File: src/rtl/dmem_arbiter.sv
// Two-port arbiter/sequencer in front of a single-port data memory (IDLE -> ACCESS -> RESP).
// Optional range/alignment checking is enabled by defining DMEM_ARB_ERR_EN.
module dmem_arbiter #(
   parameter int unsigned MEM_WORDS  = 256,
   parameter bit          FIXED_PRIO = 1'b0
) (
   input  logic        clk,
   input  logic        rst_n,
   input  logic        m0_req,
   input  logic        m0_we,
   input  logic [31:0] m0_addr,
   input  logic [2:0]  m0_type,
   input  logic [31:0] m0_wdata,
   output logic        m0_gnt,
   output logic        m0_rvalid,
   output logic [31:0] m0_rdata,
   output logic        m0_err,
   input  logic        m1_req,
   input  logic        m1_we,
   input  logic [31:0] m1_addr,
   input  logic [2:0]  m1_type,
   input  logic [31:0] m1_wdata,
   output logic        m1_gnt,
   output logic        m1_rvalid,
   output logic [31:0] m1_rdata,
   output logic        m1_err,
   output logic        mem_W_en,
   output logic        mem_R_en,
   output logic [31:0] mem_addr,
   output logic [2:0]  mem_RW_type,
   output logic [31:0] mem_din,
   input  logic [31:0] mem_dout
);

   typedef enum logic [1:0] {IDLE, ACCESS, RESP} state_t;

   state_t      state;
   logic        last_gnt;
   logic        sel;
   logic        we_q;
   logic        err_q;

   logic        pick;
   logic        req_any;
   logic        cand_we;
   logic [31:0] cand_addr;
   logic [2:0]  cand_type;
   logic [31:0] cand_wdata;
   logic        cand_err;
   logic [31:0] resp_data;

   if (MEM_WORDS < 1 || MEM_WORDS > 32'h4000_0000) begin : g_bad_mem_words
      $error("dmem_arbiter: MEM_WORDS out of range");
   end

`ifdef DMEM_ARB_ERR_EN
   function automatic logic access_err(input logic [31:0] a, input logic [2:0] t);
      logic e;
      e = 1'b0;
      case (t)
         3'b000, 3'b100: e = 1'b0;
         3'b001, 3'b101: e = a[0];
         3'b010:         e = |a[1:0];
         default:        e = 1'b1;
      endcase
      if ({2'b00, a[31:2]} >= 32'(MEM_WORDS)) e = 1'b1;
      return e;
   endfunction
`endif

   // NOTE: every signal assigned in always_comb gets a default first so no latch is inferred.
   always_comb begin
      req_any = m0_req | m1_req;
      pick    = 1'b0;
      if (m0_req && m1_req) pick = FIXED_PRIO ? 1'b0 : ~last_gnt;
      else if (m1_req)      pick = 1'b1;

      cand_we    = pick ? m1_we    : m0_we;
      cand_addr  = pick ? m1_addr  : m0_addr;
      cand_type  = pick ? m1_type  : m0_type;
      cand_wdata = pick ? m1_wdata : m0_wdata;
`ifdef DMEM_ARB_ERR_EN
      cand_err   = access_err(cand_addr, cand_type);
`else
      cand_err   = 1'b0;
`endif
      resp_data  = (we_q || err_q) ? 32'h0 : mem_dout;
   end

   // NOTE: sequential state uses non-blocking assignments only; reset clears every output at once.
   always_ff @(posedge clk or negedge rst_n) begin
      if (!rst_n) begin
         state       <= IDLE;
         last_gnt    <= 1'b1;
         sel         <= 1'b0;
         we_q        <= 1'b0;
         err_q       <= 1'b0;
         m0_gnt      <= 1'b0;
         m1_gnt      <= 1'b0;
         m0_rvalid   <= 1'b0;
         m1_rvalid   <= 1'b0;
         m0_rdata    <= 32'h0;
         m1_rdata    <= 32'h0;
         m0_err      <= 1'b0;
         m1_err      <= 1'b0;
         mem_W_en    <= 1'b0;
         mem_R_en    <= 1'b0;
         mem_addr    <= 32'h0;
         mem_RW_type <= 3'b000;
         mem_din     <= 32'h0;
      end else begin
         // Pulse outputs default low; the active state raises them for one cycle.
         m0_gnt    <= 1'b0;
         m1_gnt    <= 1'b0;
         m0_rvalid <= 1'b0;
         m1_rvalid <= 1'b0;
         m0_rdata  <= 32'h0;
         m1_rdata  <= 32'h0;
         m0_err    <= 1'b0;
         m1_err    <= 1'b0;
         mem_W_en  <= 1'b0;
         mem_R_en  <= 1'b0;

         case (state)
            IDLE: begin
               if (req_any) begin
                  sel         <= pick;
                  last_gnt    <= pick;
                  we_q        <= cand_we;
                  err_q       <= cand_err;
                  mem_addr    <= cand_addr;
                  mem_RW_type <= cand_type;
                  mem_din     <= cand_wdata;
                  mem_W_en    <= cand_we & ~cand_err;
                  mem_R_en    <= ~cand_we & ~cand_err;
                  m0_gnt      <= ~pick;
                  m1_gnt      <= pick;
                  state       <= ACCESS;
               end
            end
            ACCESS: begin
               if (sel) begin
                  m1_rvalid <= 1'b1;
                  m1_rdata  <= resp_data;
                  m1_err    <= err_q;
               end else begin
                  m0_rvalid <= 1'b1;
                  m0_rdata  <= resp_data;
                  m0_err    <= err_q;
               end
               state <= RESP;
            end
            RESP:    state <= IDLE;
            default: state <= IDLE;
         endcase
      end
   end

endmodule

File: config.mk
export PLATFORM = sky130hd
export DESIGN_NAME = dmem_arbiter
export DESIGN_NICKNAME = d
export VERILOG_FILES = /design/src/rtl/dmem_arbiter.sv
export SDC_FILE = /design/constraint.sdc
export NUM_CORES = 1
export LEC_CHECK = 0
export CAP_MARGIN = 40
export CELL_PAD_IN_SITES_DETAIL_PLACEMENT = 1
export CELL_PAD_IN_SITES_GLOBAL_PLACEMENT = 1
export CORE_MARGIN = 1
export CORE_UTILIZATION = 28
export DETAILED_ROUTE_END_ITERATION = 8
export PLACE_DENSITY = 0.87
export REMOVE_ABC_BUFFERS = 1
export SYNTH_ARGS = -nofsm -noshare
export SYNTH_HDL_FRONTEND = slang
export SYNTH_SLANG_ARGS = --single-unit
File: constraint.sdc
create_clock -name clk -period 1.7 [get_ports clk]
set_input_delay 0.255 -clock clk [delete_from_list [all_inputs] [get_ports clk]]
set_output_delay 0.255 -clock clk [all_outputs]
set_load 0.01 [all_outputs]
After elaboration in Yosys (flattened, before gate mapping)
Cells that the tools add are included.
W data, S select, Z words.
{ "totals": {"word_cells": 49, "register_bits": 142, "input_bits": 172} }
{ "op_classes": {"n_mux": 25, "n_reduce_logical": 3, "n_eq_ne": 2, "bitwise_logic": 4} }
{ "op_table": {"columns": ["operator", "count"], "rows": [
  ["$mux W32", 7],
  ["$mux W1", 15],
  ["$pmux W2 S2", 1],
  ["$mux W3", 1],
  ["$not A1 Y1", 3],
  ["$eq A2 B1 Y1 const B", 1],
  ["$logic_not A2 Y1", 1],
  ["$mux W2", 1],
  ["$ne A2 B2 Y1 const B", 1],
  ["$reduce_and A2 Y1", 1],
  ["$logic_and A1 B1 Y1", 1],
  ["$or A1 B1 Y1", 1]
]} }

Longest topological paths before layout
Gate-level depths: netlist of the first run.
{ "depth": {"ltp_word": 6, "depth_mapped": 6, "depth_no_buf": 3} }

Worst setup path after synthesis of the first run
No wires, ideal clock.
{ "synth_timing": {"path_kind": "register to register", "start": "register last_gnt", "end": "register mem_addr[13]", "n_path_buf": 2, "path_slack_ns": 0.277, "stages_incl_launch_ff": 6, "t_arrival_ns": 1.297, "period_less_slack_ns": 1.423, "required_ns": 1.574, "cell_sequence": "dfstp_2 a21boi_2 clkbuf_1 buf_2 and3_1 a221o_1"} }
{ "synth_between": {"elab_chain_cells": 3} }
{ "synth_rtl": {"columns": ["item", "line_no", "rtl"], "rows": [
  ["from (decl)", "38", "logic last_gnt;"],
  ["from (signal assigned)", "128", "last_gnt <= pick;"],
  ["$not A1 Y1", "75", "if (m0_req && m1_req) pick = FIXED_PRIO ? 1'b0 : ~last_gnt;"],
  ["$mux W1", "75", null],
  ["$mux W32", "79", "cand_addr = pick ? m1_addr : m0_addr;"],
  ["to (signal assigned)", "131", "mem_addr <= cand_addr;"],
  ["to (decl)", "29", "output logic [31:0] mem_addr,"]
]} }
No other way between the ends.
A chain may end at the register's enable or synchronous reset.

Worst setup path in the final report of the first run
{ "layout_timing": {"start": "register mem_addr[2]", "end": "output port mem_addr[2]"} }
No word-level cell between the ends.

==> results_dict.tcl, run 1 <==
set metrics [dict create \
    layout.nets 913 \
    critical-path-top-delay-family "buffers and inverters" \
    yosysTopAreaCell "dfrtp_1" \
    final.setup_skew_ps 13.6 \
    floorplan.io_pins 311 \
    timing.final.hold_violations 0 \
    yosysWarnings 0 \
    grt_first_pass_wirelength_um 29400 \
    critPathArrivalTime_ps 1390 \
    final-max-slew-violation-count 0 \
    synth_compound_area_frac 0.133 \
    synth_top_family_by_area "simple AND/OR/NAND/NOR gates" \
    synth_top_area_share 0.663 \
    synth_enable_flop_cells 0 \
    drt-wirelength-per-cell_um 19.1 \
    ordered_list_of_cells_on_the_worst_path "clkdlybuf4s50_1" \
    postLayoutSetupSlackWorst_ps 59.9 \
    synth_commonest_cells "dfrtp_1 (141), and3_1 (68), a221o_1 (67), nor2_1 (65), nand2_1 (33)" \
    clock_tree_from_tritoncts "done" \
    run_status "finished, final reports clean" \
    worstPathBufferInverterCount 1 \
    yosys-top-cells-area "dfrtp_1 (66%), a221o_1 (13%), and3_1 (8.0%)" \
    min_period_ps 1640 \
    cts_num_sinks 142 \
    yosys.area_share.xor_xnor 0 \
    most_frequent_cell_after_synthesis "dfrtp_1" \
    grt_pass1_vias 5294 \
    synth-seq-area-share 0.668 \
    power_frac_comb 0.409 \
    cts_resized 0 \
    clockPowerShare 0.267 \
    fin_worst_hold_slack_ps 285 \
    timing.critical_path.required_ps 1440 \
    r2r_slack_ps 250 \
    critPathKind "reg -> out" \
    synth.lib_cells_used.distinct 21 \
    detailedPlacementHpwl_um 14000 \
    synth.cell_area_um2 5330 \
    cts_hold_buffers 1 \
    grt_setup_unrepaired "false" \
    port_buffers 308 \
    cts.reportedPaths.clkPinSlew_ps 70 \
    p_sw_w 0.00512 \
    worst_setup_path_end_kind "primary output" \
    drc 0 \
    pin_count_of_the_biggest_net_entering_global_routing 60 \
    die_height_um 140 \
    global_route.overflow_total 0 \
    yosys-mux-area-fraction 0.00376 \
    fp.dieArea_um2 19600 \
    worstSetupStartpointType "register" \
    yosys.area_share.adder 0 \
    synth_top_flop_cell "dfrtp_1" \
    max_freq_mhz 610 \
    filler_cell_count 1935 \
    power.share.sequential 0.325 \
    ant_nets 0 \
    placeableCoreArea_um2 18600 \
    antenna_found_initial 1 \
    worst_path_max_delay_cell "clkdlybuf4s50_1" \
    initial_utilization 0.286 \
    worstSetupPathDepth 1 \
    post_drt_via_cell_ratio 4.83 \
    internal_power_w 0.0106 \
    final.setup.tns_ps 0 \
    count_of_endpoints_failing_setup_in_the_final_report 0 \
    post-cts-setup-buffers 0 \
    worst_supply_voltage_drop_on_vdd_uv 656 \
    final_cell_area_um2 9440 \
    global_route.usage.total 0.198 \
    layout_worst_path_cycle_share 0.965 \
    power.density_cell_area_nw_per_um2 1660 \
    ctsHtreeMaxLevel 4 \
    synth_async_sr_flop_share 1.00 \
    dr_total_vias 4772 \
    finalWirelength_um 18900 \
    clock_tree.buffer_depth 2 \
    timing.max_cap.violations 0 \
    min_path_type "in -> async" \
    synth_seq_cells 142 \
    die-width_um 140 \
    root_buffer_selected_by_cts "clkbuf_16" \
    detailedRoute.firstPassIterationCount 4 \
    dr.first_iter.drc_count 137 \
    worst_skew_late_latency_ps 420 \
    cpPeakStageDelay_ps 610 \
    area_delta_synth_final_pct 77.2 \
    instance_area_after_placement_um2 8770 \
    switching_share 0.326 \
    final_layout_size_suffix_gt1_frac 0.0757 \
    critical_path.max_fanout 2 \
    area.sequential_um2 3550 \
    syn-instance-count 433 \
    power.static_leakage_nw 4.32 \
    cts_buffers 17 \
    synth_area_in_simple_gates 0.156 \
    area_of_combinational_cells_with_multiple_inputs_um2 1590 \
    gpl.final_weighted_congestion 0.771 \
    worst_r2r_path_depth 4 \
    core.rowCount 50 \
    placement.setup.worst_slack_ps -51.7 \
    avgSynthCellArea_um2 12.3 \
]
-- cells in the final DEF, fill, tap and decap left out, drive strengths merged, types with 2 or more instances in the layout --
master         instances
buf                   21
nand2                 33
mux2i                  2
a221o                 67
clkbuf                17
nor2b                  2
bufinv                 5
nor2                  66
and3                  68
nand2b                 2
dfrtp                141
clkinv                 2
inv                   10
clkdlybuf4s50        307
a21o                   2
conb                   2
-- power by group through the flow --
stage | sequential (W) | combinational (W) | clock (W)
6_report | 0.00510 | 0.00641 | 0.00418
3_3_place_gp | 0.00510 | 0.00632 | 0
5_1_grt | 0.00522 | 0.00687 | 0.00444
3_5_place_dp | 0.00514 | 0.00652 | 0
4_1_cts | 0.00511 | 0.00651 | 0.00430
2_1_floorplan | 0.00551 | 0.00217 | 0
-- kinds of logic after synthesis --
family                 count (synthesis)
AO/OA/AOI/OAI                         71
buffers and inverters                 45
flip-flops                           142
multiplexers                           2
other                                  1
AND/OR/NAND/NOR                      172
-- area by class of cell --
| type | instances | area share |
|---|---|---|
| sequential | 142 | 0.377 |
| timing repair buffer | 329 | 0.353 |
| multi-input combinational | 247 | 0.168 |
| clock buffer | 17 | 0.0451 |
| tap | 234 | 0.0310 |
| clock inverter | 14 | 0.0244 |
| inverter | 4 | 0.00159 |
| antenna | 1 | 0.000265 |
-- routing by layer --
layer	share of wire	GRT usage	wire, um	vias to the layer above
li1	-	-	-	2163
met4	0.025	0.0798	466	0
met2	0.52	0.365	9890	231
met3	0.072	0.0581	1360	28
met1	0.38	0.210	7150	2350
met5	0	0	0	-
-- worst paths after layout --
check	from	end
setup / recovery	mem_addr[2]	mem_addr[2]
hold / removal	rst_n	mem_addr[1]
setup reg to reg	state[1]	mem_din[3]
hold reg to reg	mem_addr[4]	mem_addr[4]
max in group asynchronous	rst_n	last_gnt
min in group clk	mem_dout[26]	m0_rdata[26]
-- sequential cells by signal, summed over array words and instances (netlist names), 2 cells and up --
| name | cells |
|---|---|
| mem_addr | 32 |
| m0_rdata | 32 |
| mem_din | 32 |
| state | 2 |
| m1_rdata | 32 |
| mem_RW_type | 3 |
-- per-stage QoR --
step,util,instances,power [W]
global placement,0.470,955,0.0114
finish,0.506,988,0.0157
floorplan,-,393,0.00769
global route,0.506,988,0.0165
detailed placement,0.470,955,0.0117
CTS,0.506,987,0.0159
No activity file was read; power rests on OpenSTA's default activity.
==> run 2: changes to the inputs <==
Settings changed: GPL_ROUTABILITY_DRIVEN from default to 0.
==> results of run 2 <==
Same layout as run 1: the final DEF is identical, and so are final timing and power.
==> run 3: changes to the inputs <==
Settings changed: CORE_AREA from default to 2 2 121 123, CORE_MARGIN 1 to default, CORE_UTILIZATION 28 to default, DIE_AREA from default to 0 0 123 125, DONT_BUFFER_PORTS from default to 1, PLACE_DENSITY 0.87 to 0.73.
==> results_dict.tcl, run 3 (synthesis results as in run 1) <==
set metrics [dict create \
    run_status "finished, violations left" \
    failed_checks "hold timing" \
    final_layout_size_suffix_gt1_frac 0.0861 \
    ctsHtreeMaxLevel 4 \
    clock_tree.buffer_depth 2 \
    antenna_found_initial 2 \
    drc 0 \
    worst_supply_voltage_drop_on_vdd_uv 801 \
    r2r_slack_ps 190 \
    timing.critical_path.required_ps 2040 \
    power.static_leakage_nw 3.45 \
    filler_cell_count 1417 \
    floorplan.io_pins 311 \
    finalWirelength_um 18100 \
    final-instance-count-excl-fill 720 \
    ordered_list_of_cells_on_the_worst_path "nand2b_1, and3_2, buf_12, a221o_1" \
    max_freq_mhz 664 \
    global_route.overflow_total 0 \
    worst_path_max_delay_cell "dfstp_2" \
    final.setup_skew_ps 7.59 \
    ant_nets 0 \
    worst_setup_path_end_kind "register" \
    worstSetupPathDepth 4 \
    area_delta_synth_final_pct 33.1 \
    detailedPlacementHpwl_um 10900 \
    timing.max_cap.violations 0 \
    post-cts-setup-buffers 0 \
    power.density_cell_area_nw_per_um2 1830 \
    area.sequential_um2 3550 \
    mostFrequentLayoutCell "dfrtp_1" \
    worst_r2r_path_depth 4 \
    min_period_ps 1510 \
    worstPathBufferInverterCount 1 \
    final-max-slew-violation-count 0 \
    fin_worst_hold_slack_ps -471 \
    placeableCoreArea_um2 14200 \
    dr.first_iter.drc_count 264 \
    pin_count_of_the_biggest_net_entering_global_routing 143 \
    grt_setup_unrepaired "false" \
    core.rowCount 44 \
    grt_pass1_vias 4551 \
    layout_common_cells "dfrtp_1 (141), dlygate4sd3_1 (99), and3_1 (67), a221o_1 (67), nor2_1 (65)" \
    fp.dieArea_um2 15400 \
    area_of_combinational_cells_with_multiple_inputs_um2 1590 \
    layout_worst_path_cycle_share 0.886 \
    worst_skew_late_latency_ps 420 \
    post_drt_via_cell_ratio 5.74 \
    detailedRoute.firstPassIterationCount 4 \
    die_height_um 125 \
    p_total_w 0.0129 \
    final_cell_area_um2 7090 \
    cts_num_sinks 142 \
    critPathKind "reg -> reg" \
    dr_total_vias 4133 \
    drt-wirelength-per-cell_um 25.1 \
    grt_first_pass_wirelength_um 27100 \
    cpPeakStageDelay_ps 570 \
    cts_buffers 17 \
    cts.reportedPaths.clkPinSlew_ps 70 \
    min_path_type "in -> async" \
    numPlacedInstances 587 \
    critical-path-top-delay-family "flip-flops" \
    die-width_um 123 \
    critical_path.max_fanout 59 \
    instance_area_after_placement_um2 5540 \
    initial_utilization 0.375 \
    layout.nets 693 \
    worstSetupStartpointType "register" \
    critPathArrivalTime_ps 1850 \
    clock_tree_from_tritoncts "done" \
    port_buffers 0 \
    timing.final.hold_violations 142 \
    global_route.usage.total 0.237 \
    root_buffer_selected_by_cts "clkbuf_16" \
    count_of_endpoints_failing_setup_in_the_final_report 0 \
]
==> run 3: changes by cell type in the layout (fill, tap and decap cells not counted) <==
cell             previous run  this run
buf_12                      7         6
buf_4                      13         4
buf_6                       1         0
bufinv_16                   5         0
clkbuf_1                    0         1
clkdlybuf4s50_1           307         0
clkinv_4                    2         1
clkinvlp_4                  1         5
diode_2                     1         2
dlygate4sd3_1               1        99
inv_6                       5         4
inv_8                       1         4
==> run 3: final timing paths <==
check,from,endpoint
hold reg to reg,sel,sel
setup / recovery,last_gnt,mem_din[30]
min in group clk,m0_we,mem_W_en
setup reg to reg,last_gnt,mem_din[30]
max in group asynchronous,rst_n,m0_rdata[11]
hold / removal,rst_n,mem_addr[7]
==> run 3: cell type report <==
type | instances | area share
Sequential cell | 142 | 0.502
Multi-Input combinational cell | 247 | 0.224
Timing Repair Buffer | 109 | 0.161
Clock buffer | 18 | 0.0606
Tap cell | 184 | 0.0325
Clock inverter | 14 | 0.0178
Inverter | 4 | 0.00212
Antenna cell | 2 | 0.000706
==> run 3: per-stage QoR <==
step / util / setup slack [ps] / TNS, ps
final: 0.499 / 193 / 0
after global routing: 0.499 / 139 / 0
after CTS: 0.498 / 239 / 0
after detailed placement: 0.390 / 267 / 0
after global placement: 0.390 / 314 / 0
after floorplan: - / -1370 / -98280
==> run 3: what timing repair did <==
item | 4_1_cts | 5_1_grt
hold buffers | 98 | 1
gates resized for setup | 0 | 0
endpoints found under the hold margin | 265 | 143
==> run 3: worst reg2reg max path, stage by stage (launching register included) <==
cell	delay [ps]
dfstp_2	570
nand2b_1	100
and3_2	220
buf_12	250
a221o_1	310
==> run 3: layer usage <==
layer	wire (um)	global-route usage
met5	0	0
met4	449	0.0943
met3	1870	0.0922
met2	9360	0.416
met1	6390	0.252
==> run 3: report_power, final <==
group	internal [W]	switching (W)
Sequential	0.00448	0.00144
Clock	0.00192	0.00160
Combinational	0.00160	0.00189
Total	0.00801	0.00493
